$ cat config.mk
export PLATFORM = sky130hd
export DESIGN_NAME = pcie_vc_router
export DESIGN_NICKNAME = d
export VERILOG_FILES = /design/src/rtl/pcie_pkg.sv /design/src/rtl/pcie_sync_fifo.sv /design/src/rtl/pcie_vc_router.sv
export SDC_FILE = /design/constraint.sdc
export NUM_CORES = 1
export LEC_CHECK = 0
export ABC_CLOCK_PERIOD_IN_PS = 5950
export BUFFER_PORTS_ARGS = -buffer_cell sky130_fd_sc_hd__clkbuf_2
export CORE_MARGIN = 3
export CORE_UTILIZATION = 60
export CTS_BUF_LIST = sky130_fd_sc_hd__clkbuf_4 sky130_fd_sc_hd__clkbuf_8
export CTS_CLUSTER_DIAMETER = 30
export DETAILED_ROUTE_END_ITERATION = 7
export GPL_ROUTABILITY_DRIVEN = 1
export MAX_ROUTING_LAYER = met4
export PLACE_DENSITY = 0.87
export REMOVE_ABC_BUFFERS = 1
export SKIP_LAST_GASP = 1
export SLEW_MARGIN = 15
export SYNTH_ARGS = -nofsm -noshare
export SYNTH_HDL_FRONTEND = slang
export SYNTH_SLANG_ARGS = --single-unit
$ cat constraint.sdc
create_clock -name clk -period 5.95 [get_ports clk]
set_clock_uncertainty 0.15 [all_clocks]
set_input_delay 1.19 -clock clk [delete_from_list [all_inputs] [get_ports clk]]
set_output_delay 1.19 -clock clk [all_outputs]
set_load 0.02 [all_outputs]
$ cat src/rtl/pcie_pkg.sv
// Shared FSM encoding and field-position helpers for the PCIe VC router.
package pcie_pkg;

  typedef enum logic [2:0] {
    ST_RESET,
    ST_INIT,
    ST_IDLE,
    ST_ACTIVE,
    ST_ERROR
  } state_t;

  function automatic int clog2(input int value);
    int r;
    r = 0;
    for (int i = 0; i < 31; i++) begin
      if ((1 << i) < value) r = i + 1;
    end
    return r;
  endfunction

  // The VC id occupies the top bits of a word; the dest id sits just below it.
  function automatic int vc_lsb(input int data_w, input int num_vc);
    return data_w - clog2(num_vc);
  endfunction

  function automatic int dest_lsb(input int data_w, input int num_vc, input int num_dest);
    return vc_lsb(data_w, num_vc) - clog2(num_dest);
  endfunction

endpackage

$ cat src/rtl/pcie_sync_fifo.sv
// Show-ahead synchronous FIFO with occupancy count and a programmable almost-full threshold.
module pcie_sync_fifo
  import pcie_pkg::*;
#(
  parameter int DATA_W = 6,
  parameter int AW     = 2
) (
  input  logic              clk,
  input  logic              reset,
  input  logic              push,
  input  logic [DATA_W-1:0] wdata,
  input  logic              pop,
  input  logic [AW:0]       threshold,
  output logic [DATA_W-1:0] rdata,
  output logic              full,
  output logic              empty,
  output logic              almost_full
);

  localparam int DEPTH = 1 << AW;
  localparam logic [AW:0] DEPTH_CNT = (AW + 1)'(DEPTH);

  logic [DATA_W-1:0] mem [DEPTH];
  logic [AW-1:0]     wr_ptr;
  logic [AW-1:0]     rd_ptr;
  logic [AW:0]       count;
  logic              do_push;
  logic              do_pop;

  assign full        = (count == DEPTH_CNT);
  assign empty       = (count == '0);
  assign almost_full = (count >= threshold);
  assign rdata       = mem[rd_ptr];
  assign do_push     = push && !full;
  assign do_pop      = pop && !empty;

  // Pointers are exactly AW bits wide so they wrap modulo the depth on their own.
  always_ff @(posedge clk) begin
    if (reset) begin
      wr_ptr <= '0;
      rd_ptr <= '0;
      count  <= '0;
    end else begin
      if (do_push) wr_ptr <= wr_ptr + 1'b1;
      if (do_pop)  rd_ptr <= rd_ptr + 1'b1;
      case ({do_push, do_pop})
        2'b10:   count <= count + 1'b1;
        2'b01:   count <= count - 1'b1;
        default: count <= count;
      endcase
    end
  end

  always_ff @(posedge clk) begin
    if (do_push) mem[wr_ptr] <= wdata;
  end

endmodule

$ cat src/rtl/pcie_vc_router.sv
// PCIe transaction-layer router: ingress FIFO -> per-VC FIFOs -> VC arbiter -> per-dest FIFOs.
// Build option ARB_RR_EN selects a round-robin VC arbiter instead of strict lowest-index priority.
module pcie_vc_router
  import pcie_pkg::*;
#(
  parameter int DATA_W   = 6,
  parameter int NUM_VC   = 2,
  parameter int NUM_DEST = 2,
  parameter int MF_AW    = 2,
  parameter int VC_AW    = 4,
  parameter int D_AW     = 2
) (
  input  logic                       clk,
  input  logic                       reset,
  input  logic                       init,
  input  logic [MF_AW:0]             umbral_mf,
  input  logic [VC_AW:0]             umbral_vc,
  input  logic [D_AW:0]              umbral_d,
  input  logic                       push,
  input  logic [DATA_W-1:0]          data_in,
  output logic                       pause_out,
  input  logic [NUM_DEST-1:0]        pop_d,
  output logic [NUM_DEST*DATA_W-1:0] data_out,
  output logic [NUM_DEST-1:0]        valid_out,
  output logic [NUM_DEST-1:0]        empty_d,
  output logic                       active_out,
  output logic                       idle_out,
  output logic                       error_out
);

  localparam int VC_BITS   = clog2(NUM_VC);
  localparam int DEST_BITS = clog2(NUM_DEST);
  localparam int VC_LSB    = vc_lsb(DATA_W, NUM_VC);
  localparam int DEST_LSB  = dest_lsb(DATA_W, NUM_VC, NUM_DEST);
  localparam logic [MF_AW:0] MF_DEPTH = (MF_AW + 1)'(1 << MF_AW);
  localparam logic [VC_AW:0] VC_DEPTH = (VC_AW + 1)'(1 << VC_AW);
  localparam logic [D_AW:0]  D_DEPTH  = (D_AW + 1)'(1 << D_AW);

  state_t state, state_nxt;
  logic [MF_AW:0] thr_mf;
  logic [VC_AW:0] thr_vc;
  logic [D_AW:0]  thr_d;
  logic           run;
  logic           busy;
  logic           err_event;

  logic [DATA_W-1:0]  mf_rdata;
  logic               mf_full, mf_empty, mf_af, mf_pop;
  logic [VC_BITS-1:0] mf_vc;

  logic [DATA_W-1:0]  vc_rdata [NUM_VC];
  logic [NUM_VC-1:0]  vc_push, vc_pop, vc_full, vc_empty, vc_af, vc_elig;

  logic [DATA_W-1:0]   d_rdata [NUM_DEST];
  logic [NUM_DEST-1:0] d_push, d_pop, d_full, d_af;

  logic                 gnt_valid;
  logic [VC_BITS-1:0]   gnt_vc;
  logic [DATA_W-1:0]    gnt_word;
  logic [DEST_BITS-1:0] gnt_dest;

  // Stages B and C only move data once configuration is finished.
  assign run = (state == ST_IDLE) || (state == ST_ACTIVE) || (state == ST_ERROR);

  always_ff @(posedge clk) begin
    if (reset) begin
      thr_mf <= MF_DEPTH;
      thr_vc <= VC_DEPTH;
      thr_d  <= D_DEPTH;
    end else if (state == ST_INIT) begin
      thr_mf <= umbral_mf;
      thr_vc <= umbral_vc;
      thr_d  <= umbral_d;
    end
  end

  pcie_sync_fifo #(.DATA_W(DATA_W), .AW(MF_AW)) u_main (
    .clk(clk), .reset(reset), .push(push), .wdata(data_in), .pop(mf_pop),
    .threshold(thr_mf), .rdata(mf_rdata), .full(mf_full), .empty(mf_empty),
    .almost_full(mf_af)
  );

  assign pause_out = mf_af;
  assign mf_vc     = mf_rdata[VC_LSB +: VC_BITS];
  assign mf_pop    = run && !mf_empty && !vc_af[mf_vc] && !vc_full[mf_vc];

  for (genvar i = 0; i < NUM_VC; i++) begin : g_vc
    logic [DEST_BITS-1:0] head_dest;

    assign vc_push[i] = mf_pop && (mf_vc == VC_BITS'(i));
    assign vc_pop[i]  = gnt_valid && (gnt_vc == VC_BITS'(i));
    assign head_dest  = vc_rdata[i][DEST_LSB +: DEST_BITS];
    assign vc_elig[i] = run && !vc_empty[i] && !d_af[head_dest] && !d_full[head_dest];

    pcie_sync_fifo #(.DATA_W(DATA_W), .AW(VC_AW)) u_vc (
      .clk(clk), .reset(reset), .push(vc_push[i]), .wdata(mf_rdata), .pop(vc_pop[i]),
      .threshold(thr_vc), .rdata(vc_rdata[i]), .full(vc_full[i]), .empty(vc_empty[i]),
      .almost_full(vc_af[i])
    );
  end

`ifdef ARB_RR_EN
  logic [VC_BITS-1:0] rr_ptr;
  logic [VC_BITS-1:0] cand;

  // Search starts one past the last granted VC; the VC_BITS-wide sum wraps modulo NUM_VC.
  always_comb begin
    gnt_valid = 1'b0;
    gnt_vc    = '0;
    cand      = '0;
    for (int k = 1; k <= NUM_VC; k++) begin
      cand = rr_ptr + VC_BITS'(k);
      if (!gnt_valid && vc_elig[cand]) begin
        gnt_valid = 1'b1;
        gnt_vc    = cand;
      end
    end
  end

  always_ff @(posedge clk) begin
    if (reset)          rr_ptr <= VC_BITS'(NUM_VC - 1);
    else if (gnt_valid) rr_ptr <= gnt_vc;
  end
`else
  always_comb begin
    gnt_valid = 1'b0;
    gnt_vc    = '0;
    for (int k = 0; k < NUM_VC; k++) begin
      if (!gnt_valid && vc_elig[k]) begin
        gnt_valid = 1'b1;
        gnt_vc    = VC_BITS'(k);
      end
    end
  end
`endif

  assign gnt_word = vc_rdata[gnt_vc];
  assign gnt_dest = gnt_word[DEST_LSB +: DEST_BITS];

  for (genvar k = 0; k < NUM_DEST; k++) begin : g_dest
    assign d_push[k] = gnt_valid && (gnt_dest == DEST_BITS'(k));
    assign d_pop[k]  = pop_d[k] && !empty_d[k];

    pcie_sync_fifo #(.DATA_W(DATA_W), .AW(D_AW)) u_dest (
      .clk(clk), .reset(reset), .push(d_push[k]), .wdata(gnt_word), .pop(d_pop[k]),
      .threshold(thr_d), .rdata(d_rdata[k]), .full(d_full[k]), .empty(empty_d[k]),
      .almost_full(d_af[k])
    );
  end

  // Egress register: data holds its last value when no pop is accepted.
  always_ff @(posedge clk) begin
    if (reset) begin
      data_out  <= '0;
      valid_out <= '0;
    end else begin
      for (int k = 0; k < NUM_DEST; k++) begin
        valid_out[k] <= d_pop[k];
        if (d_pop[k]) data_out[k*DATA_W +: DATA_W] <= d_rdata[k];
      end
    end
  end

  assign err_event = (push && mf_full) || (|(pop_d & empty_d));
  assign busy      = !mf_empty || !(&vc_empty) || !(&empty_d);

  always_ff @(posedge clk) begin
    if (reset) state <= ST_RESET;
    else       state <= state_nxt;
  end

  always_comb begin
    state_nxt = state;
    case (state)
      ST_RESET:  state_nxt = ST_INIT;
      ST_INIT: begin
        if (err_event)  state_nxt = ST_ERROR;
        else if (!init) state_nxt = ST_IDLE;
      end
      ST_IDLE: begin
        if (err_event) state_nxt = ST_ERROR;
        else if (init) state_nxt = ST_INIT;
        else if (busy) state_nxt = ST_ACTIVE;
      end
      ST_ACTIVE: begin
        if (err_event)  state_nxt = ST_ERROR;
        else if (init)  state_nxt = ST_INIT;
        else if (!busy) state_nxt = ST_IDLE;
      end
      ST_ERROR:  state_nxt = ST_ERROR;
      default:   state_nxt = ST_RESET;
    endcase
  end

  assign active_out = (state == ST_ACTIVE);
  assign idle_out   = (state == ST_IDLE);
  assign error_out  = (state == ST_ERROR);

endmodule

==> flow_summary_export.csv, run 1 <==
group,metric,value,unit
power,power_density,321.6,nW/um^2
yosys,synth_edf_count,264,
routing,initialDrtViolationCount,812,
yosys,post_synth_num_cell_types,57,
final_layout,num_antenna_cells,0,
yosys,dominantRegCellSynth,"edfxtp_1",
grt,largest_net_degree_at_the_start_of_global_routing,42,
clocking,cts-root-to-sink-buffers,3,
routing,post_drt_via_cell_ratio,5.837,
clocking,postCtsResizedCells,0,
grt,grt.met3_usage,3.967,%
critical_path,slowest_stage,"dfxtp_1",
grt,number_of_antenna_violations_at_the_first_check_in_global_routing,0,
clocking,cts_made_buffers,60,
timing,timing.final.hold_violations,0,
critical_path,worst_path_dominant_cell_family,"multiplexers",
die,die_area,26370,sq um
yosys,async_reset_ff_share,0,%
timing,rsz0062_at_grt,"no",
grt,met2_usage,36.93,%
critical_path,worstRegToRegCells,15,
timing,setup_tns,0,ps
critical_path,rr_endpoint,"g_vc[1].u_vc.count[4]$_SDFFE_PP0P_",
clocking,cts.repair_timing.setup_buffer_count,0,
placed_design,post_dp_cell_area,15140,sq um
final_layout,nNetsFinal,1109,
die,fp.dieW,162.4,um
flow_run,number_of_violations_of_the_max_capacitance_limit,0,
min_path,holdPathEnd,"thr_d[1]$_SDFFE_PP0N_",
min_path,min-delay-path-class,"reg -> reg",
placed_design,placement.io_buffers,42,
yosys,yosysSeqAreaShare,65.62,%
grt,first_global_vias,8522,
min_path,min_path_cells,2,
yosys,synth_cells,959,
die,std_cell_rows,56,
yosys,yosys.cell_count.top_type,"edfxtp_1",
power,totalPowerFinal,5307,uW
clocking,cts_tree,"yes",
routing,drt-total-wl,27.86,mm
power,leakage_power_figure,0.005722,uW
die,placeableCoreArea,23750,sq um
clocking,cts_hold_buf,0,
routing,detail_route.wl_per_cell,19.96,um
grt,grt_busiest_layer,"met2",
critical_path,required_time_of_the_critical_path,6320,ps
critical_path,cp-end-kind,"flop",
power,max-vdd-ir-drop,0.3146,mV
grt,grt_first_pass_wirelength,45.28,mm
clocking,cts_max_level,2,
critical_path,timing.critical_path.fanout_max,15,
routing,antenna_left,0,
die,die_boundary_height,162.4,um
final_layout,post_route_cells_drive_above_1_share,22.66,%
timing,slew_viol_final,0,
final_layout,area.growth.synth_to_final,12.45,%
clocking,cts_root_buf,"clkbuf_8",
grt,gr_layer_usage_met1,29.82,%
yosys,area_share_of_the_leading_cell_type_in_the_synthesized_netlist,54.02,%
clocking,clk_pin_slew,60,ps
grt,grt_overflow_total,0,
yosys,cell_type_with_the_largest_total_area_after_synthesis,"edfxtp_1",
critical_path,critPathMaxStageDelay,980,ps
critical_path,r2r_setup_slack,1300,ps
routing,route.vias.total,8148,
placed_design,routabilityCongestion,0.8776,
die,io_pins,43,
yosys,synth.cells.most_frequent,"264 x edfxtp_1, 85 x dfxtp_1, 81 x nor2_1, 74 x mux4_2, 58 x nand2_1",
timing,fin_crit_sh,78.19,%
yosys,synthTopCellsByArea,"edfxtp_1 54%, dfxtp_1 12%, mux4_2 11%, ha_1 4.4%, nor2_1 2.1%",
timing,maxClockFrequency,214.9,MHz
yosys,synth.avg_cell_area,15.30,sq um
yosys,post_synthesis_instance_area,14670,sq um
final_layout,final_cell_area,16500,sq um
timing,finalCriticalPeriod,4653,ps
placed_design,hpwl,18.54,mm
clocking,clock_sinks,349,
critical_path,critical_path_class,"reg -> reg",
die,initial_util,61.78,%
clocking,clkLatencyLatePin,600,ps
yosys,ys_ff_latch,349,
critical_path,startpoint_type,"flop",
critical_path,timing.critical_path.mode_cell,"inv_1",
timing,worstMarginPinSlew,1054,ps
min_path,timing.hold.worst.start,"thr_d[1]$_SDFFE_PP0N_",
yosys,synth_warnings,0,
routing,drc,0,
grt,gr-usage-all-layers,22.69,%
critical_path,cp_data_arrival_time,5020,ps
critical_path,worstPathBufferInverterCount,3,
timing,timing.slew.headroom,29.22,%
status,status,"finished, final reports clean",
critical_path,cells_traversed_along_the_worst_timing_path,"mux4_2 -> mux2i_1 -> mux2_4 -> mux2i_4 -> o211ai_1 -> inv_1 -> ha_1 -> inv_1 -> fa_1 -> inv_1 -> a21o_1 -> a21oi_1 -> xnor2_1 -> or3_1 -> a21oi_1",
timing,setup_viol_count_final,0,
routing,detail_route.first_pass.iterations,5,
[state kept, by name (all words and copies together) (netlist names), 3 cells and up, named ones only]
| name | flops |
|---|---|
| g_dest.u_dest.rd_ptr | 4 |
| g_vc.u_vc.rd_ptr | 8 |
| thr_d | 3 |
| u_main.mem | 24 |
| thr_mf | 3 |
| data_out | 12 |
| g_vc.u_vc.wr_ptr | 8 |
| state | 3 |
| g_dest.u_dest.mem | 48 |
| g_dest.u_dest.count | 6 |
| g_vc.u_vc.count | 10 |
| u_main.count | 3 |
| g_dest.u_dest.wr_ptr | 4 |
| thr_vc | 5 |
| g_vc.u_vc.mem | 192 |
[power by group]
part / switching (uW) / internal [uW] / leakage [uW]
Sequential: 22.1 / 2680 / 0.00306
Clock: 976 / 1390 / 0.000680
Combinational: 163 / 77.8 / 0.00198
Total: 1160 / 4150 / 0.00572
[how the worst max path moves through the flow]
stage / from / endpoint / slack (ps) / cells past startpoint
2_1_floorplan: flop / g_vc[1].u_vc.count[4]$_SDFFE_PP0P_ / 1420 / 12
3_3_place_gp: flop / g_vc[1].u_vc.count[4]$_SDFFE_PP0P_ / 1410 / 15
3_5_place_dp: flop / g_vc[1].u_vc.count[4]$_SDFFE_PP0P_ / 1190 / 15
4_1_cts: flop / g_vc[1].u_vc.count[4]$_SDFFE_PP0P_ / 1070 / 15
5_1_grt: flop / g_vc[1].u_vc.count[4]$_SDFFE_PP0P_ / 1070 / 15
6_report: flop / g_vc[1].u_vc.count[4]$_SDFFE_PP0P_ / 1300 / 15
[cell usage in the layout, fill, tap and decap left out, types with 9 or more instances in the layout]
cell type | Yosys | routed
mux4_2 | 74 | 74
and2_1 | 11 | 11
and3_1 | 9 | 9
xor2_1 | 19 | 19
nand2b_1 | 11 | 11
clkbuf_2 | 0 | 42
dfxtp_1 | 85 | 85
edfxtp_1 | 264 | 264
inv_1 | 56 | 56
clkbuf_4 | 0 | 13
a21oi_1 | 54 | 54
nor2_1 | 81 | 81
nand2_1 | 58 | 58
xnor2_1 | 9 | 9
clkbuf_8 | 0 | 63
mux2i_1 | 11 | 11
a21o_1 | 17 | 17
nor3_1 | 22 | 20
ha_1 | 52 | 52
[worst register-to-register path, delay by kind of cell (launching register included)]
family                     cells  cell delay, ps
muxes                          4            1330
DFF                            1             980
adders and majority gates      2             690
AOI/OAI and AO/OA              4             650
buffers and inverters          3             350
and+or+nand+nor                1             310
xor gates and xnor gates       1             140
[layout make-up]
cell class | instances | area [sq um]
Clock buffer | 76 | 964.7
Clock inverter | 34 | 377.9
Fill cell | 1478 | 7252
Inverter | 60 | 225.2
Multi-Input combinational cell | 510 | 4649
Sequential cell | 349 | 9629
Tap cell | 319 | 399.1
Timing Repair Buffer | 48 | 255.2
[metrics by stage]
stage | cells | utilization [%] | worst slack, ps | hold slack, ps
2_1_floorplan | 919 | - | 1417 | 280.3
3_3_place_gp | 1285 | 63.74 | 1407 | 293.8
3_5_place_dp | 1285 | 63.74 | 1185 | 300.9
4_1_cts | 1395 | 69.40 | 1066 | 310.8
5_1_grt | 1396 | 69.47 | 1070 | 331.6
6_report | 1396 | 69.47 | 1298 | 308.0
[metal layers]
layer  wire, um  vias up
met5          0        -
met4        688        0
met3       1707       55
met2      14010      298
met1      11450     4055
li1           -     3740
[cell families after synthesis]
logic type	count (synthesis)	synth area share, %
compound gates	110	4.920
xor+xnor	28	1.671
fa+ha+maj	57	5.116
buf+inv	100	2.763
flops	349	65.62
mux	96	13.08
simple gates	219	6.830
Note: power is estimated with default switching activity, not from simulation.
==> inputs of run 2 (changes only) <==
ABC_CLOCK_PERIOD_IN_PS = 4200   (was 5950)
CORE_UTILIZATION = 58   (was 60)
PLACE_DENSITY = 0.88   (was 0.87)
clock period = 4.2 ns   (was 5.95 ns; I/O delays follow)
==> flow_summary_export.csv, run 2 (synthesized netlist as in run 1, its figures left out) <==
group,metric,value,unit
status,status,"finished, final reports clean",
routing,detail_route.wl_per_cell,20.00,um
routing,antenna_left,0,
grt,grt_overflow_total,0,
placed_design,post_dp_cell_area,15300,sq um
final_layout,commonest_non_fill_non_tap_cells_in_the_layout,"264 x edfxtp_1, 85 x dfxtp_1, 81 x nor2_1",
clocking,cts_made_buffers,58,
min_path,min-delay-path-class,"reg -> reg",
clocking,cts-root-to-sink-buffers,3,
timing,setup_viol_count_final,0,
grt,grt_first_pass_wirelength,45.15,mm
clocking,clock_sinks,349,
die,placeableCoreArea,24600,sq um
final_layout,post_route_cells_drive_above_1_share,23.29,%
final_layout,area.growth.synth_to_final,13.27,%
critical_path,required_time_of_the_critical_path,4560,ps
routing,drt-total-wl,28.37,mm
timing,worstMarginPinSlew,1096,ps
die,die_boundary_height,165.1,um
clocking,cts_max_level,2,
timing,finalCriticalPeriod,3934,ps
timing,min_hold_slack,304.5,ps
timing,timing.slew.headroom,26.38,%
final_layout,largest_register_ff_count,192,
clocking,postCtsResizedCells,0,
critical_path,critical_path_class,"reg -> reg",
final_layout,num_antenna_cells,0,
clocking,cts_hold_buf,0,
timing,slew_viol_final,0,
final_layout,layout.cells.most_common,"edfxtp_1",
final_layout,max_flop_register,"g_vc.u_vc.mem",
die,initial_util,59.64,%
routing,drc,0,
timing,rsz0062_at_grt,"no",
critical_path,startpoint_type,"flop",
clocking,clkLatencyLatePin,580,ps
final_layout,finalCoreUtilization,67.55,%
grt,first_global_vias,8337,
clocking,clk_pin_slew,60,ps
placed_design,routabilityCongestion,0.8292,
routing,initialDrtViolationCount,745,
timing,maxClockFrequency,254.2,MHz
timing,timing.final.hold_violations,0,
power,leakage_power_figure,0.005802,uW
placed_design,hpwl,19.20,mm
clocking,cts_root_buf,"clkbuf_8",
routing,route.vias.total,8178,
critical_path,cp-end-kind,"flop",
routing,post_drt_via_cell_ratio,5.763,
final_layout,nNetsFinal,1126,
grt,largest_net_degree_at_the_start_of_global_routing,38,
grt,gr-usage-all-layers,22.21,%
clocking,cts.repair_timing.setup_buffer_count,0,
final_layout,final_cell_count_no_fill,1419,
power,power_density,451.8,nW/um^2
flow_run,number_of_violations_of_the_max_capacitance_limit,0,
power,max-vdd-ir-drop,0.5340,mV
final_layout,filler_cells_inserted,1565,
critical_path,timing.critical_path.fanout_max,7,
die,fp.dieW,165.1,um
die,die_area,27240,sq um
placed_design,placement.io_buffers,42,
die,io_pins,43,
die,std_cell_rows,57,
critical_path,cp_data_arrival_time,4300,ps
timing,fin_crit_sh,93.66,%
clocking,cts_tree,"yes",
timing,setup_tns,0,ps
final_layout,area.sequential,9629,sq um
placed_design,inst_count_dp,1310,
final_layout,multi_input_area,4639,sq um
grt,number_of_antenna_violations_at_the_first_check_in_global_routing,1,
final_layout,biggestRegsByFlops,"g_vc.u_vc.mem: 192 flops, g_dest.u_dest.mem: 48 flops, u_main.mem: 24 flops",
final_layout,final_cell_area,16620,sq um
routing,detail_route.first_pass.iterations,5,
run 2: cell types whose count changed in the layout (fill, tap and decap cells not counted), moves of 2 or more:
| cell | delta |
|---|---|
| nor3_1 | +2 |
| inv_6 | -4 |
| clkinv_2 | -3 |
| buf_4 | +19 |
| clkbuf_4 | +3 |
| clkinv_1 | +5 |
| clkbuf_8 | -3 |
| nor3_2 | -2 |
run 2: final timing paths:
path | start | to | slack [ps] | cells past startpoint
worst max-delay path | flop | g_dest[1].u_dest.count[2]$_SDFFE_PP0P_ | 270 | 13
worst min-delay path | data_out[1]$_SDFFE_PP0P_ | data_out[1]$_SDFFE_PP0P_ | 300 | 2
worst max register to register | flop | g_dest[1].u_dest.count[2]$_SDFFE_PP0P_ | 270 | 13
worst min register to register | data_out[1]$_SDFFE_PP0P_ | data_out[1]$_SDFFE_PP0P_ | 300 | 2
run 2: critical path, stage by stage (launching register included):
cell and delay (ps):
dfxtp_1 530, mux4_2 580, mux2i_1 160, mux2_4 230, mux2i_4 260, inv_2 100, or3_4 410, o311ai_4 150
ha_1 270, inv_1 60, fa_1 370, xor2_1 150, or3_1 300, a21oi_1 140
run 2: layout make-up:
type                            count  share of cell area [%]
Inverter                           60                   1.355
Sequential cell                   349                   57.93
Multi-Input combinational cell    510                   27.91
Tap cell                          324                   2.439
Clock buffer                       76                   5.691
Clock inverter                     33                   2.273
Timing Repair Buffer               67                   2.394
run 2: stage by stage:
stage | worst slack [ps] | power, uW
after floorplan | -333.5 | 4114
after CTS | 243.6 | 7548
final | 266.2 | 7509
after global placement | 391.5 | 4221
after global routing | 30.62 | 7752
after detailed placement | 248.4 | 4243
run 2: per-layer routing:
layer,global-route usage (%),up-vias,wire (um)
li1,-,3780,-
met3,4.016,60,1479
met2,37.92,264,14820
met4,6.672,0,644
met1,27.34,4074,11430
met5,-,-,0
run 2: where the power goes:
| group | switching (uW) | internal [uW] |
|---|---|---|
| sequential | 28.5 | 3800 |
| clock | 1360 | 1980 |
| combinational | 233 | 117 |
